`config.mk`:
```
export PLATFORM = sky130hd
export DESIGN_NAME = modn_next
export DESIGN_NICKNAME = d
export VERILOG_FILES = /design/src/rtl/modn_pkg.sv /design/src/rtl/modn_next.sv
export SDC_FILE = /design/constraint.sdc
export NUM_CORES = 1
export LEC_CHECK = 0
export ABC_CLOCK_PERIOD_IN_PS = 1100
export BUFFER_PORTS_ARGS = -buffer_cell sky130_fd_sc_hd__buf_2
export CORE_AREA = 2 2 39 41
export DETAILED_ROUTE_END_ITERATION = 8
export DIE_AREA = 0 0 41 43
export PLACE_DENSITY = 0.32
export SETUP_SLACK_MARGIN = 0.05
export SLEW_MARGIN = 10
export SYNTH_ARGS = -nofsm -noshare
export SYNTH_HDL_FRONTEND = slang
export SYNTH_SLANG_ARGS = --single-unit
```
`constraint.sdc`:
```
create_clock -name vclk -period 1.1
set_input_delay 0.22 -clock vclk [all_inputs]
set_output_delay 0.22 -clock vclk [all_outputs]
set_load 0.01 [all_outputs]
```
`src/rtl/modn_pkg.sv`:
```
// Shared definitions for the mod-N sequence checker family.
// Holds the checker state encoding and default counter geometry.
package modn_pkg;

    localparam int DEF_MOD = 5;
    localparam int DEF_W   = 3;

    typedef enum logic [1:0] {
        ST_HUNT   = 2'd0,
        ST_SYNC   = 2'd1,
        ST_LOCKED = 2'd2
    } state_t;

endpackage

```
`src/rtl/modn_next.sv`:
```
// Combinational mod-N successor, up or down.
// Wraps by compare, so it never relies on 2^W overflow.
module modn_next
    import modn_pkg::*;
#(
    parameter int MOD = DEF_MOD,
    parameter int W   = DEF_W
) (
    input  logic [W-1:0] x,
    input  logic         dir,
    output logic [W-1:0] next
);

    localparam logic [W-1:0] TOP = W'(MOD - 1);

    always_comb begin
        if (!dir) begin
            next = (x == TOP) ? '0 : x + W'(1);
        end else begin
            next = (x == '0) ? TOP : x - W'(1);
        end
    end

endmodule

```
Word level (Yosys, flattened, before mapping)
Cells that the tools add are included.

storage, ports and cells
  register bits = 0
  memories kept = 0
  word-level logic and storage cells = 7
  memory bits (writable) = 0
  latch bits = 0
  memory bits (read-only) = 0
  bits of input ports = 4

operators by class
  order comparisons = 0
  add/sub/neg operators = 2
  $mul = 0
  bitwise operators = 0
  div/mod/pow operators = 0
  shifts and indexed selects = 0
  mux-type cells = 3
  reductions and logical operators = 1
  eq/ne operators = 1

operator list
  cell                                                                count
  3-bit 2-to-1 mux                                                    3
  3-bit by 1-bit adder with 3-bit output, second input constant       1
  3-bit == test, second input constant                                1
  3-bit logical NOT                                                   1
  3-bit by 1-bit subtractor with 3-bit output, second input constant  1

Depth between registers and ports, before layout
  word-level depth = 3
  depth in mapped cells = 5

Least setup slack after synthesis
Ideal clock, no wire load.

  path kind = input port to output port
  from = input x[0]
  to = output next[2]
  arrival time = 0.889 ns
  stages = 5
  slack = -0.009 ns
  data required time = 0.880 ns
  path through = inv_1 > ha_1 > nor3_1 > a21oi_1 > mux2i_1

on the way
  cells in the longest elaborated chain, start to end = 3
  elaborated cells on any way between the ends = 7
  those cells by class = 2 x add/sub; 1 x eq/ne; 3 x mux; 1 x reduce/logical

RTL lines
  what                                                                  line                              text
  start, declared                                                       modn_next.sv:9                    input logic [W-1:0] x,
  3-bit by 1-bit adder with 3-bit output, or another cell as far along  modn_next.sv:18                   next = (x == TOP) ? '0 : x + W'(1);
  3-bit 2-to-1 mux (on tied branches)                                   modn_next.sv:18, modn_next.sv:20
  3-bit 2-to-1 mux *                                                    modn_next.sv:17                   if (!dir) begin
  end, declared                                                         modn_next.sv:11                   output logic [W-1:0] next

Every way passes the cells marked *; elsewhere a longest branch is shown, timed or not.

Worst setup path after layout
Ends and elaborated chain as after synthesis.

==> results.md <==
- Post-DP HPWL: roughly 250 µm
- Fin crit share: 1.09
- CP max FO: 3
- Synthesized cell area: roughly 110 µm²
- Cell Rows: 14
- Post-DRT Antenna Nets: 0
- Most frequent cells in the layout: 6 x buf_4, 4 x buf_2
- FF+latch area: 0 µm²
- Die boundary height: between 40 and 50 µm
- DP Area: about 210 µm²
- Minimum clock period: 1.20 ns
- Layout cells sized above 1: 0.750
- Core ar.: 1380 µm²
- Busiest grt layer: met1
- Slew Limit Fails: 0
- Mean post-synth cell area: 6.88 µm²
- # clk buffers: 0
- Wire per inst: 7.68 µm
- M1 GR Usage: 0.0696
- Vias post-DR: 151
- Type of the most critical hold path: in2out
- Leading area contributor after synthesis: ha_1
- Critical path class: in2out
- CP Cell Sequence: buf_8 > ha_4 > buf_4 > o22ai_2 > mux2i_1 > buf_2
- Routed WL: ~340 µm
- Slew @ Worst Pin: 0.113 ns
- Post-route design area: approximately 280 µm²
- FMAX: approximately 830 MHz
- Vias in the first global route: 140
- # diodes: 0
- Register area share after synthesis: 0
- Final Util: 0.204
- Largest net degree at the start of global routing: 5
- Slew margin rel.: 0.923
- CP arrival: 0.98 ns
- Status: finished, violations left
- Area Growth Syn to Fin: 157%
- Startpoint class of the critical path: primary input
- Num sequential: 0
- Max VDD drop: roughly 0.16 mV
- Synth warnings: 0
- DR iter-0 viols: 1
- Most common cell after layout, fill and taps aside: buf_4
- Buffers on Ports: 7
- Final net count: 37
- M2 GR Usage: 0.0625
- Hold buffer count at cts: 0
- RD Place Congestion: slightly above 0.6
- Pleak: ~0.00013 µW
- Post-Syn Nets: 23
- Initial core utilization: 0.0796
- Max cap viols: 0
- # IOs: 7
- Post-synth top area share: 0.341
- DR vias/cell: 3.43
- CP Capture Type: primary output
- GR Overflow Total: 0
- DRT Pass-1 Iters: 2
- Antenna violations before repair: 0
- First-pass GRT wire length: between 500 and 600 µm
- Synth area leaders: ha_1 34%, o22ai_1 11%, inv_1 10%, mux2i_1 9.1%, xor2_1 8.0%
- Die X-Extent: roughly 41 µm
- Crit path max-delay cell type: ha_4
- Unique masters post-synth: 10
- Max incr delay on CP: 0.16 ns
- CP Data Required Time: approximately 0.9 ns
- Total global-route track usage: 0.0420
- Syn Inst Count: 16
- Final setup vio count: 2
- Pwr Density: just under 400 nW/µm²
- Die Footprint: between 1500 and 2000 µm²
- RSZ-0062 raised after global routing: true
- Met3 GRT Util: 0
- Failing checks: negative setup slack
- Drt drc: 0
- Final hold violations: 0
- Setup ws final: -0.0994 ns
## cell usage after synthesis
cell,count
mux2i_1,1
and2_1,1
o22ai_1,2
nor2_1,2
nor3_1,1
a21oi_1,1
ha_1,3
nand2b_1,1
xor2_1,1
inv_1,3
## cells by family after synthesis
| kind of cell | synth area share |
|---|---|
| simple gates | 0.227 |
| xor+xnor | 0.0796 |
| fa+ha+maj | 0.341 |
| mux | 0.0909 |
| buf+inv | 0.102 |
| compound gates | 0.159 |
## final cells by class
type	count	area [µm²]
well taps	16	20.0
repair buffers	12	95.1
multi-input cells	13	151
inverters	3	16.3
fillers	152	1100
## power breakdown
part	internal, µW	leakage [µW]	switching, µW
sequential	0	0	0
clock	0	0	0
combinational	63.0	0.000134	47.9
## metal layers
| metal | vias up | share of wire |
|---|---|---|
| li1 | 77 | - |
| met1 | 67 | 0.52 |
| met2 | 7 | 0.36 |
| met3 | 0 | 0.12 |
| met4 | 0 | 0 |
| met5 | - | 0 |
## worst max-delay path, delay by kind of cell
family                     cells  cell delay [ns]
adders and majority gates      1             0.16
muxes                          1             0.08
buffers and inverters          3             0.38
AOI/OAI and AO/OA              1             0.14
## final timing paths
check	start	to	slack, ns	depth (start not counted)
worst min-delay path	x[0]	next[0]	0.69	3
worst max-delay path	x[0]	next[2]	-0.1	6
## through the flow
| step | cells | setup slack, ns | TNS (ns) | total power (µW) | hold WS [ns] |
|---|---|---|---|---|---|
| floorplan | 16 | 0.0521 | 0 | 40.3 | 0.488 |
| global placement | 42 | -0.170 | -0.332 | 76.6 | 0.735 |
| detailed placement | 42 | -0.153 | -0.338 | 77.6 | 0.734 |
| CTS | 42 | -0.108 | -0.140 | 103 | 0.702 |
| global route | 44 | -0.155 | -0.286 | 120 | 0.704 |
| finish | 44 | -0.0994 | -0.143 | 111 | 0.691 |
## repair_timing
| action | 4_1_cts | 5_1_grt |
|---|---|---|
| endpoints found under the setup margin | 3 | 3 |
| gates resized for setup | 13 | 1 |
| buffers inserted | 0 | 2 |
| pin swaps | 2 | 3 |
Note: power is estimated with default switching activity, not from simulation.
